## src/rtl/ifetch_unit_pkg.sv

```systemverilog
// Shared constants for the instruction fetch front-end: opcodes the pre-decoder
// recognises, the BHT counter reset value and the fetch FSM state encoding.
package ifetch_unit_pkg;

  localparam logic [6:0] OPC_JAL    = 7'b1101111;
  localparam logic [6:0] OPC_JALR   = 7'b1100111;
  localparam logic [6:0] OPC_RISC_B = 7'b1100011;

  // Weakly not-taken: a single taken outcome flips the prediction.
  localparam logic [1:0] BHT_INIT = 2'b01;

  typedef enum logic [1:0] {
    ST_IDLE,
    ST_WAIT,
    ST_HOLD,
    ST_JWAIT
  } fetch_state_e;

endpackage

```

## src/rtl/ifetch_unit_branch_predictor.sv

```systemverilog
// Branch history table of 2-bit saturating counters with one combinational
// read port and one committed-outcome update port.
module branch_predictor
  import ifetch_unit_pkg::*;
#(
  parameter int BHT_IDX_W = 6
) (
  input  logic                 clk_in,
  input  logic                 rst_in,
  input  logic                 rdy_in,
  input  logic [BHT_IDX_W-1:0] rd_idx,
  output logic                 rd_taken,
  input  logic                 upd_valid,
  input  logic [BHT_IDX_W-1:0] upd_idx,
  input  logic                 upd_taken
);

  localparam int ENTRIES = 1 << BHT_IDX_W;

  logic [1:0] bht [ENTRIES];

  // Read is combinational off the array, so an update on the same edge is not yet visible.
  assign rd_taken = bht[rd_idx][1];

  always_ff @(posedge clk_in or posedge rst_in) begin
    if (rst_in) begin
      for (int i = 0; i < ENTRIES; i++) begin
        bht[i] <= BHT_INIT;
      end
    end else if (rdy_in && upd_valid) begin
      if (upd_taken) begin
        if (bht[upd_idx] != 2'b11) begin
          bht[upd_idx] <= bht[upd_idx] + 2'd1;
        end
      end else if (bht[upd_idx] != 2'b00) begin
        bht[upd_idx] <= bht[upd_idx] - 2'd1;
      end
    end
  end

endmodule

```

## src/rtl/ifetch_unit.sv

```systemverilog
// Instruction fetch stage: owns the PC, requests words from the i-cache, predicts
// the next PC for JAL/B/JALR and hands one instruction at a time to the decoder.
module ifetch_unit
  import ifetch_unit_pkg::*;
#(
  parameter int          BHT_IDX_W = 6,
  parameter logic [31:0] RESET_PC  = 32'h0
) (
  input  logic        clk_in,
  input  logic        rst_in,
  input  logic        rdy_in,
  output logic        icache_req_valid,
  output logic [31:0] icache_req_addr,
  input  logic        icache_resp_valid,
  input  logic [31:0] icache_resp_ins,
  output logic        dec_ins_ready,
  output logic [31:0] dec_ins,
  output logic [31:0] dec_pc,
  output logic [31:0] dec_predict_nxt_pc,
  input  logic        dec_stall,
  input  logic        dec_clear,
  input  logic [31:0] dec_new_addr,
  input  logic        rob_flush,
  input  logic [31:0] rob_flush_addr,
  input  logic        rob_br_valid,
  input  logic [31:0] rob_br_pc,
  input  logic        rob_br_taken
);

  fetch_state_e state, state_n;
  logic [31:0]  pc, pc_n;
  logic         discard, discard_n;
  logic         req_valid_n;
  logic [31:0]  req_addr_n;
  logic         ins_ready_n;
  logic [31:0]  ins_n, dpc_n, dnxt_n;

  logic [31:0]  imm_j, imm_b, nxt_pc, redirect_pc;
  logic         is_jal, is_b, bp_taken, pred_taken, redirect, accepted;
  logic         unused_addr_bits;

  branch_predictor #(
    .BHT_IDX_W(BHT_IDX_W)
  ) u_bp (
    .clk_in   (clk_in),
    .rst_in   (rst_in),
    .rdy_in   (rdy_in),
    .rd_idx   (pc[BHT_IDX_W+1:2]),
    .rd_taken (bp_taken),
    .upd_valid(rob_br_valid),
    .upd_idx  (rob_br_pc[BHT_IDX_W+1:2]),
    .upd_taken(rob_br_taken)
  );

  assign unused_addr_bits = ^{pc[0], rob_br_pc[31:BHT_IDX_W+2], rob_br_pc[1:0]};

  // Pre-decode of the word arriving from the i-cache; pc still names that word in WAIT.
  assign is_jal     = (icache_resp_ins[6:0] == OPC_JAL);
  assign is_b       = (icache_resp_ins[6:0] == OPC_RISC_B);
  assign imm_j      = {{11{icache_resp_ins[31]}}, icache_resp_ins[31], icache_resp_ins[19:12],
                       icache_resp_ins[20], icache_resp_ins[30:21], 1'b0};
  assign imm_b      = {{19{icache_resp_ins[31]}}, icache_resp_ins[31], icache_resp_ins[7],
                       icache_resp_ins[30:25], icache_resp_ins[11:8], 1'b0};
  assign pred_taken = is_b && bp_taken;
  assign nxt_pc     = is_jal ? pc + imm_j : (pred_taken ? pc + imm_b : pc + 32'd4);

  assign redirect    = rob_flush || dec_clear;
  assign redirect_pc = rob_flush ? rob_flush_addr : dec_new_addr;
  assign accepted    = dec_ins_ready && !dec_stall;

  always_comb begin
    state_n     = state;
    pc_n        = pc;
    discard_n   = discard;
    req_valid_n = icache_req_valid;
    req_addr_n  = icache_req_addr;
    ins_ready_n = dec_ins_ready;
    ins_n       = dec_ins;
    dpc_n       = dec_pc;
    dnxt_n      = dec_predict_nxt_pc;

    unique case (state)
      ST_IDLE: begin
        if (redirect) begin
          pc_n        = redirect_pc;
          ins_ready_n = 1'b0;
        end else begin
          req_valid_n = 1'b1;
          req_addr_n  = pc;
          state_n     = ST_WAIT;
        end
      end
      ST_WAIT: begin
        // The outstanding request always runs to completion; a redirect only marks it stale.
        if (redirect) begin
          pc_n        = redirect_pc;
          ins_ready_n = 1'b0;
          if (icache_resp_valid) begin
            req_valid_n = 1'b0;
            discard_n   = 1'b0;
            state_n     = ST_IDLE;
          end else begin
            discard_n = 1'b1;
          end
        end else if (icache_resp_valid) begin
          req_valid_n = 1'b0;
          if (discard) begin
            discard_n = 1'b0;
            state_n   = ST_IDLE;
          end else begin
            ins_n       = icache_resp_ins;
            ins_ready_n = 1'b1;
            dpc_n       = {pc[31:1], pred_taken};
            dnxt_n      = nxt_pc;
            state_n     = ST_HOLD;
          end
        end
      end
      ST_HOLD: begin
        if (redirect) begin
          pc_n        = redirect_pc;
          ins_ready_n = 1'b0;
          state_n     = ST_IDLE;
        end else if (accepted) begin
          ins_ready_n = 1'b0;
          pc_n        = dec_predict_nxt_pc;
          state_n     = (dec_ins[6:0] == OPC_JALR) ? ST_JWAIT : ST_IDLE;
        end
      end
      ST_JWAIT: begin
        if (redirect) begin
          pc_n        = redirect_pc;
          ins_ready_n = 1'b0;
          state_n     = ST_IDLE;
        end
      end
      default: state_n = ST_IDLE;
    endcase
  end

  always_ff @(posedge clk_in or posedge rst_in) begin
    if (rst_in) begin
      state              <= ST_IDLE;
      pc                 <= RESET_PC;
      discard            <= 1'b0;
      icache_req_valid   <= 1'b0;
      icache_req_addr    <= 32'h0;
      dec_ins_ready      <= 1'b0;
      dec_ins            <= 32'h0;
      dec_pc             <= 32'h0;
      dec_predict_nxt_pc <= 32'h0;
    end else if (rdy_in) begin
      state              <= state_n;
      pc                 <= pc_n;
      discard            <= discard_n;
      icache_req_valid   <= req_valid_n;
      icache_req_addr    <= req_addr_n;
      dec_ins_ready      <= ins_ready_n;
      dec_ins            <= ins_n;
      dec_pc             <= dpc_n;
      dec_predict_nxt_pc <= dnxt_n;
    end
  end

endmodule

```

## config.mk

```make
export PLATFORM = sky130hd
export DESIGN_NAME = ifetch_unit
export DESIGN_NICKNAME = d
export VERILOG_FILES = /design/src/rtl/ifetch_unit_pkg.sv /design/src/rtl/ifetch_unit_branch_predictor.sv /design/src/rtl/ifetch_unit.sv
export SDC_FILE = /design/constraint.sdc
export NUM_CORES = 1
export LEC_CHECK = 0
export ABC_AREA = 1
export CORE_ASPECT_RATIO = 1.5
export CORE_MARGIN = 4
export CORE_UTILIZATION = 50
export CTS_CLUSTER_SIZE = 28
export DETAILED_ROUTE_END_ITERATION = 10
export GPL_TIMING_DRIVEN = 1
export PLACE_DENSITY = 0.74
export SYNTH_ARGS = -nofsm -noshare
export SYNTH_HDL_FRONTEND = slang
export SYNTH_SLANG_ARGS = --single-unit
export TNS_END_PERCENT = 1
```

## constraint.sdc

```tcl
create_clock -name clk_in -period 19.3 [get_ports clk_in]
set_clock_uncertainty 0.2 [all_clocks]
set_input_delay 1.93 -clock clk_in [delete_from_list [all_inputs] [get_ports clk_in]]
set_output_delay 1.93 -clock clk_in [all_outputs]
set_load 0.005 [all_outputs]
```

# Word-level counts from Yosys, hierarchy flattened
# Index checks and enable logic that the tools add are counted.
# op_classes
addsub,5
order_cmp,3
n_eq_ne,16
mux,42
n_bitwise,4
reduce_logical,21
# op_table
op,n
128-bit 2-to-1 mux,3
128-bit bitwise mux,2
32-bit 2-to-1 mux,6
32-bit adder,2
32-bit case mux with 2 select lines,1
32-bit by 3-bit adder with 32-bit output (second input constant),1
2-bit 2-to-1 mux,14
2-bit binary-select mux with 6-bit select,2
7-bit == test (second input constant),3
5-bit AND reduction,3
7-bit greater-or-equal comparator (second input constant),2
6-bit inverter with 7-bit output,2
2-bit demux with 6-bit select,1
3-bit AND reduction,4
1-bit 2-to-1 mux,10
3-bit != test (second input constant),3
2-bit != test (second input constant),4
2-bit case mux with 4 select lines,1
2-bit nonzero test,4
7-bit by 1-bit less-than comparator with 1-bit output (second input constant),1
2-bit by 1-bit != test with 1-bit output (second input constant),3
2-bit == test (second input constant),2
1-bit logical AND,4
4-bit AND reduction,1
11 further kinds,12
# totals
regBits,293
output_inout_bits,130
wordCells,164

# Longest topological paths before layout
# Gate-level depths: netlist of the first run.
# depth
ltp_word,8
ltp_mapped,23
mapped_depth_nobuf,21

# Hierarchy
# A second synthesis of the first run with hierarchy kept.
# hier_totals
cells_unflattened,2930
hier_area_um2,19975.4
# by_module_without_submodules
mod,n_inst,cells_each,area_each_um2,seq_area_each_um2
ifetch_unit,1,1745,11891.4,4129.0
branch_predictor,1,1185,8084.0,3283.1

# Worst setup path after synthesis of the first run
# No wires, ideal clock.
# synth_path
kind,input-to-reg
startpoint,in rob_br_pc[4]
endpoint,reg u_bp.bht[103] (netlist name)
arrival_ps,4209
required_time_ps,18967
path_slack_ps,14758
cell_stages,18
n_path_buf,3
path_cell_list,inv_2 -> nand3_1 -> inv_2 -> buf_2 -> nand2_1 -> nand2_1 -> a221oi_2 -> nand4_1 -> nand2_1 -> nand2_1 -> nor2_1 -> buf_4 -> nand2_1 -> inv_1 -> ha_1 -> xor2_1 -> clkbuf_1 -> o21ai_0
# synth_between
elab_chain_cells,8
elab_cells_between_ends,21
cone_classes,2 x add/sub; 2 x order compare; 2 x eq/ne; 10 x mux; 1 x bitwise; 4 x reduce/logical
# synth_lines
element,line_no,source
from (decl),ifetch_unit.sv:26,"input logic [31:0] rob_br_pc,"
6-bit inverter with 7-bit output (not written as such) (*),n/a,
2-bit binary-select mux with 6-bit select (tied with other cells),n/a,
2-bit 2-to-1 mux (not written as such) or 1-bit logical AND (tied branches),n/a,
2-bit 2-to-1 mux (on tied branches),n/a,
2-bit by 1-bit subtractor with 2-bit output (tied with other cells),ifetch_unit_branch_predictor.sv:36,bht[upd_idx] <= bht[upd_idx] - 2'd1;
128-bit bitwise mux (on tied branches),"ifetch_unit_branch_predictor.sv:36, ifetch_unit_branch_predictor.sv:33",
128-bit 2-to-1 mux (on tied branches),"ifetch_unit_branch_predictor.sv:35, ifetch_unit_branch_predictor.sv:32",
128-bit 2-to-1 mux,ifetch_unit_branch_predictor.sv:31,if (upd_taken) begin
"to (signal, indexed assignment)",ifetch_unit_branch_predictor.sv:33,bht[upd_idx] <= bht[upd_idx] + 2'd1;
"to (signal, indexed assignment)",ifetch_unit_branch_predictor.sv:36,
to (decl),ifetch_unit_branch_predictor.sv:20,logic [1:0] bht [ENTRIES];
# Every way passes the cells marked *; elsewhere a longest branch is shown, timed or not. The select of a mux whose other input is x is not followed.
# A chain may end at the register's enable or synchronous reset.

# Final worst setup path of the first run
# layout_path
startpoint,in rob_br_pc[3]
endpoint,reg u_bp.bht[21] (netlist name)
# The elaborated chain is that of the path after synthesis.

==> results of run 1 <==
## routing by layer
layer / track usage [%] / wire (um) / part of all wire, % / up-vias
li1: - / - / - / 9203
met5: 0 / 0 / 0 / -
met2: 60.3 / 35900 / 50 / 854
met1: 36.7 / 25200 / 35 / 9027
met4: 25.9 / 6730 / 9.3 / 0
met3: 4.11 / 4190 / 5.8 / 317
## cells in the mapped netlist (14+ instances only)
cell type | instances | area share, %
a21oi_1 | 80 | 2.1
a22oi_1 | 14 | 0.55
buf_2 | 22 | 0.58
clkbuf_1 | 58 | 1.1
dfrtp_1 | 229 | 30
dfstp_2 | 64 | 8.9
ha_1 | 51 | 3.4
inv_1 | 360 | 7.1
mux2i_1 | 33 | 1.7
nand2_1 | 959 | 19
nand3_1 | 210 | 5.5
nand4_1 | 30 | 0.99
nor2_1 | 236 | 4.7
nor3_1 | 32 | 0.85
o211ai_1 | 36 | 1.4
o21ai_0 | 212 | 5.6
xor2_1 | 42 | 1.9
## stage by stage
| step | cells | total power [W] | cell area [um2] |
|---|---|---|---|
| 2_1_floorplan | 2765 | 0.00133 | 18900 |
| 3_3_place_gp | 3410 | 0.00182 | 21600 |
| 3_5_place_dp | 3410 | 0.00185 | 21600 |
| 4_1_cts | 3467 | 0.00250 | 22800 |
| 5_1_grt | 3467 | 0.00263 | 22800 |
| 6_report | 3467 | 0.00250 | 22800 |
## power groups by stage
stage,clock [W],sequential [W],combinational [W]
4_1_cts,0.000657,0.000925,0.000919
2_1_floorplan,0,0.000896,0.000435
5_1_grt,0.000680,0.000945,0.00100
6_report,0.000650,0.000929,0.000917
3_5_place_dp,0,0.000933,0.000913
3_3_place_gp,0,0.000927,0.000898
## kinds of logic (layout without fill, tap and decap cells)
| logic type | after synthesis | count (layout) |
|---|---|---|
| and+or+nand+nor | 1482 | 1482 |
| buffers and inverters | 468 | 681 |
| AOI/OAI and AO/OA | 388 | 388 |
| DFF | 293 | 293 |
| adders and majority gates | 53 | 53 |
| xor gates and xnor gates | 48 | 48 |
| muxes | 33 | 33 |
## worst paths after layout
kind,from,to,slack [ps],cells past startpoint
max,rob_br_pc[3],u_bp.bht[21],12690,16
min,flop,flop,270,2
max reg2reg,pc[3],dec_predict_nxt_pc[31],14860,15
min reg2reg,flop,flop,270,2
max in group asynchronous,rst_in,icache_req_addr[24],15390,3
min in group asynchronous,rst_in,u_bp.bht[121],1720,2
## critical path: cells and delay by family
kind	cells	cell delay [ps]
buf+inv	6	2380
compound gates	2	560
fa+ha+maj	1	280
xor+xnor	1	540
simple gates	6	1080
## area by class of cell
cell class / instances / area share, %
Clock buffer: 43 / 4.00
Inverter: 367 / 6.10
Timing Repair Buffer: 257 / 11.1
Tap cell: 489 / 2.69
Sequential cell: 293 / 32.6
Multi-Input combinational cell: 2004 / 42.7
Clock inverter: 14 / 0.863
==> results by group, run 1 <==
Status
  • Status: completed

Global route
  • Total Routing Usage GR: 33.9%
  • Largest net degree at the start of global routing: 149
  • Number of global-route vias before repair: 19,282
  • First-pass GRT wire length: 109,000 um
  • Initial antenna violation count: 0
  • GRT overflow: 0

Drt
  • Initial DRC Count: 1,679
  • Routed vias: 19,401
  • Remaining antenna violation count after routing: 0
  • Routed vias/inst: 5.60
  • Detailed-route wire length per cell: 20.8 um
  • # DRC: 0
  • DRT Wirelength: 72,100 um
  • Drt first pass iters: 6

Power and ir drop
  • Switching part of the total: 36.7%
  • Comb pwr share: 36.7%
  • Sw Pwr: 0.000916 W
  • Peak VDD IR: 0.0736 mV
  • Power density cells: 110 nW/um2
  • Leakage: 11.1 nW
  • Reg power frac: 37.2%
  • Cell-internal power: 0.00158 W
  • Clock Power Share: 26.0%

Yosys
  • Synth Area in Compound Gates: 11.7%
  • Avg Inst Size Synth: 6.85 um2
  • Yosys warnings: 0
  • XOR/XNOR share of the synthesized area: 2.22%
  • Synth Instances: 2,765
  • Synth cell types: 46
  • Sequential share of the synthesized area: 39.1%
  • Ys async rst share: 100%
  • Simple-gate share of the synthesized area: 31.7%
  • Number of synthesized flops with an enable pin: 0
  • Main combinational cell family by area after synthesis: simple AND/OR/NAND/NOR gates
  • Flop and latch count out of synthesis: 293
  • Synthesized area: 18,900 um2
  • Synthesized Nets: 2,955
  • Ys flop type: dfrtp_1
  • Post-synthesis mux area share: 1.74%
  • Adder-Cell Fraction of Synth Area: 3.58%

Die
  • Die area: 41,100 um2
  • Die width: 167 um
  • Core area: 37,600 um2
  • FP Rows: 87
  • # IOs: 267
  • Starting Density: 50.4%
  • Die Height: 246 um

Worst setup path
  • Worst EP required: 19,530 ps
  • Critical Path AT: 6840 ps
  • Setup crit start kind: input pin
  • CP peak stage delay: 630 ps
  • CP Class: input pin to flop
  • Slowest cell on the critical path: buf_4
  • CP Capture Type: flop
  • Worst-path cell chain: clkdlybuf4s50_1 -> inv_1 -> nand3_1 -> inv_1 -> a22oi_1 -> nand3_1 -> nand2_1 -> nand2_1 -> nor2_4 -> buf_4 -> nand2_1 -> inv_1 -> ha_1 -> xor2_4 -> buf_4 -> o21ai_0
  • Crit-path max FO: 65

Final layout
  • Ant diodes: 0
  • Area growth syn-to-layout: 20.1%
  • Most frequent cells in the layout: nand2_1 (959), inv_1 (357), clkdlybuf4s50_1 (239), nor2_1 (233), dfrtp_1 (229)
  • Commonest non-fill, non-tap cell in the layout: nand2_1
  • Final nets: 3,144
  • Share of cells above drive strength 1: 5.44%
  • Core Util, Final: 60.6%
  • Area of the multi-input gates: 9710 um2
  • FF+latch area: 7410 um2
  • Fillcell total: 3,557

Placement
  • Port-buffer cells: 240
  • GPL Wtd Cong: 1.01
  • Final HPWL DP: 54,300 um
  • Dpl ws: 12,210 ps

CTS
  • Worst skew pair latency: 600 ps
  • CTS root buffer: clkbuf_16
  • Clock buffer depth: 3
  • H-tree levels: 1
  • Cts bufs inserted: 31
  • Clk sink count: 293
  • Clock slew at reported path FFs: 60 ps
  • CTS tree: built
  • Post-CTS sizing: 0
  • Postcts setup bufs: 0
  • Hold_buf cts: 0

STA
  • Unrepaired setup endpoints after global routing: no
  • Final worst slack: 12,690 ps
  • Final setup TNS: 0 ps
  • Slew @ Worst Pin: 1200 ps
  • Final setup vio count: 0
  • Final Cycle Share: 34.2%
  • Slew Limit Fails: 0
  • Final hold vios: 0
  • Slew headroom: 19.9%
  • WHS: 267 ps
  • Period minus WS final: 6610 ps
  • Achievable frequency: 151 MHz

Run
  • Max-cap violations: 0

Worst hold path
  • Worst hold path type: flop to flop
No activity file was read; power rests on OpenSTA's default activity.
==> inputs of run 2 (changes only) <==
Clock period 19.3 ns to 6.2 ns, I/O delays scaled along.
==> run 2 against run 1 <==
Net effect: final cell count hardly changed; hold slack got worse by 130 ps; first-iteration DRC count down 8.9%; non-clock buffer count unchanged; routed wire length increased by 0.69%; critical path depth down 1; combinational power rose to 3.1 times the previous value; largest cell class unchanged; core utilization is essentially flat; sequential share of layout area about the same; critical path type is now flop to flop; sequential cell count is the same; sequential power grew to 3.1 times the previous value.
==> results by group, run 2 (synthesized netlist as in run 1, its figures left out) <==
CTS
  • Worst skew pair latency: 610 ps (about the same)
  • Hold_buf cts: 0 (unchanged)
  • Post-CTS sizing: 0 (unchanged)
  • Cts bufs inserted: 30 (-3.2%)
  • H-tree levels: 1 (unchanged)
  • CTS tree: built
  • Clk sink count: 293 (unchanged)
  • Postcts setup bufs: 0 (unchanged)
  • Clock slew at reported path FFs: 70 ps (about the same)
  • Clock buffer depth: 3 (unchanged)
  • CTS root buffer: clkbuf_16

STA
  • Slew headroom: 28.7% (+8.8 points)
  • Final worst slack: 1770 ps (-10,920 ps)
  • Slew Limit Fails: 0 (unchanged)
  • Final setup TNS: 0 ps (unchanged)
  • Final setup vio count: 0 (unchanged)
  • Unrepaired setup endpoints after global routing: no
  • Period minus WS final: 4430 ps
  • Achievable frequency: 226 MHz
  • Final hold vios: 0 (unchanged)
  • Slew @ Worst Pin: 1070 ps (-128 ps)
  • Final Cycle Share: 71.5%

Final layout
  • Final Cell Area: 22,700 um2 (about the same)
  • Commonest non-fill, non-tap cell in the layout: nand2_1
  • Share of cells above drive strength 1: 5.38% (-0.064 points)
  • Fillcell total: 3,581 (+0.67%)
  • Area growth syn-to-layout: 20.0% (about the same)
  • Most frequent cells in the layout: nand2_1 (959), inv_1 (357), clkdlybuf4s50_1 (239), nor2_1 (233), dfrtp_1 (229)
  • Ant diodes: 0 (unchanged)
  • Final nets: 3,143 (-0.032%)

Worst setup path
  • Top delay family on crit path: simple AND/OR/NAND/NOR gates
  • CP Launch Point: pc[3]
  • Bufs and invs on worst path: 1 (-5)
  • Worst EP required: 6490 ps (-13,040 ps)
  • Setup crit start kind: flop
  • Reg-to-Reg Start: pc[3]
  • CP most frequent cell: nand2_1
  • CP Class: flop to flop
  • Worst-path cell chain: inv_1 -> nand3_1 -> nand3_1 -> nand2_1 -> nor2_1 -> nand2_1 -> nand3_1 -> nand2_1 -> nand2_1 -> nand2_1 -> nand2_1 -> nand2_1 -> nand2_1 -> nand2_1 -> nand2_1
  • CP Capture Type: flop
  • Slowest cell on the critical path: dfrtp_1
  • CP peak stage delay: 960 ps (+330 ps)
  • Crit-path max FO: 21 (-68%)
  • Critical Path AT: 4720 ps (-2120 ps)

Power and ir drop
  • Reg power frac: 37.5% (+0.3 points)
  • Comb pwr share: 36.8% (about the same)
  • Sw Pwr: 0.00285 W (+210%)
  • Power density cells: 340 nW/um2 (+210%)
  • Leakage: 11.0 nW (-0.18%)
  • Cell-internal power: 0.00489 W (+210%)
  • Switching part of the total: 36.8% (+0.12 points)
  • Peak VDD IR: 0.267 mV (+260%)
  • Pwr Total: 0.00773 W (+210%)
  • Clock Power Share: 25.7% (-0.3 points)

Drt
  • Remaining antenna violation count after routing: 0 (unchanged)
  • Routed vias: 19,395 (-0.031%)
  • # DRC: 0 (unchanged)
  • DRT Wirelength: 72,600 um (+0.69%)
  • Drt first pass iters: 6 (unchanged)
  • Detailed-route wire length per cell: 20.9 um (+0.75%)
  • Initial DRC Count: 1,529 (-8.9%)
  • Routed vias/inst: 5.60 (about the same)

Die
  • FP Rows: 87 (unchanged)
  • # IOs: 267 (unchanged)
  • Die width: 167 um (unchanged)
  • Starting Density: 50.4% (unchanged)
  • Die Height: 246 um (unchanged)
  • Die area: 41,100 um2 (unchanged)
  • Core area: 37,600 um2 (unchanged)

Status
  • Status: completed

Placement
  • Dpl ws: 1300 ps (-10,910 ps)
  • Final HPWL DP: 54,600 um (+0.63%)
  • GPL Wtd Cong: 0.991 (-1.5%)
  • Port-buffer cells: 240 (unchanged)
  • Placement Cell Area: 21,700 um2 (about the same)

Global route
  • Number of global-route vias before repair: 19,023 (-1.3%)
  • Largest net degree at the start of global routing: 176 (+18%)
  • GRT overflow: 0 (unchanged)
  • Total Routing Usage GR: 34.4% (+0.43 points)
  • Initial antenna violation count: 0 (unchanged)
  • First-pass GRT wire length: 110,000 um (+1.0%)

Worst hold path
  • Worst hold path type: input pin to async pin

Run
  • Max-cap violations: 0 (unchanged)
## run 2: power by group through the flow
| stage | logic (W) | registers [W] | clock network (W) |
|---|---|---|---|
| floorplan | 0.00135 | 0.00279 | 0 |
| global placement | 0.00279 | 0.00289 | 0 |
| detailed placement | 0.00283 | 0.00291 | 0 |
| CTS | 0.00285 | 0.00289 | 0.00201 |
| global route | 0.00312 | 0.00294 | 0.00210 |
| finish | 0.00284 | 0.00290 | 0.00199 |
## run 2: through the flow
| step | cells | hold WS, ps | util, % |
|---|---|---|---|
| floorplan | 2765 | 246 | - |
| global placement | 3410 | 252 | 57.7 |
| detailed placement | 3410 | 257 | 57.7 |
| CTS | 3465 | 129 | 60.5 |
| global route | 3465 | 141 | 60.5 |
| finish | 3465 | 135 | 60.5 |
## run 2: path summary, 6_finish.rpt
check                                    endpoint  depth (start not counted)  slack (ps)
setup / recovery           dec_predict_nxt_pc[30]                         15        1770
max in group asynchronous  dec_predict_nxt_pc[25]                          4        3960
min in group clk_in                          flop                          2         260
hold / removal                      dec_ins_ready                          2         140
setup reg to reg           dec_predict_nxt_pc[30]                         15        1770
hold reg to reg                              flop                          2         260
## run 2: layout make-up
cell class / count / area, um2 / share of cell area [%]
timing repair buffer: 257 / 2540 / 11.2
inverter: 367 / 1380 / 6.09
multi-input combinational: 2004 / 9710 / 42.7
tap: 489 / 612 / 2.69
sequential: 293 / 7410 / 32.6
clock buffer: 42 / 876 / 3.85
clock inverter: 13 / 206 / 0.908
## run 2: metal layers
layer  GRT usage (%)  vias to the layer above  wire [um]
met4            24.8                        0       6340
met5               0                        -          0
met2            61.5                      789      36600
met3            4.37                      284       3870
li1                -                     9214          -
met1            37.2                     9108      25800
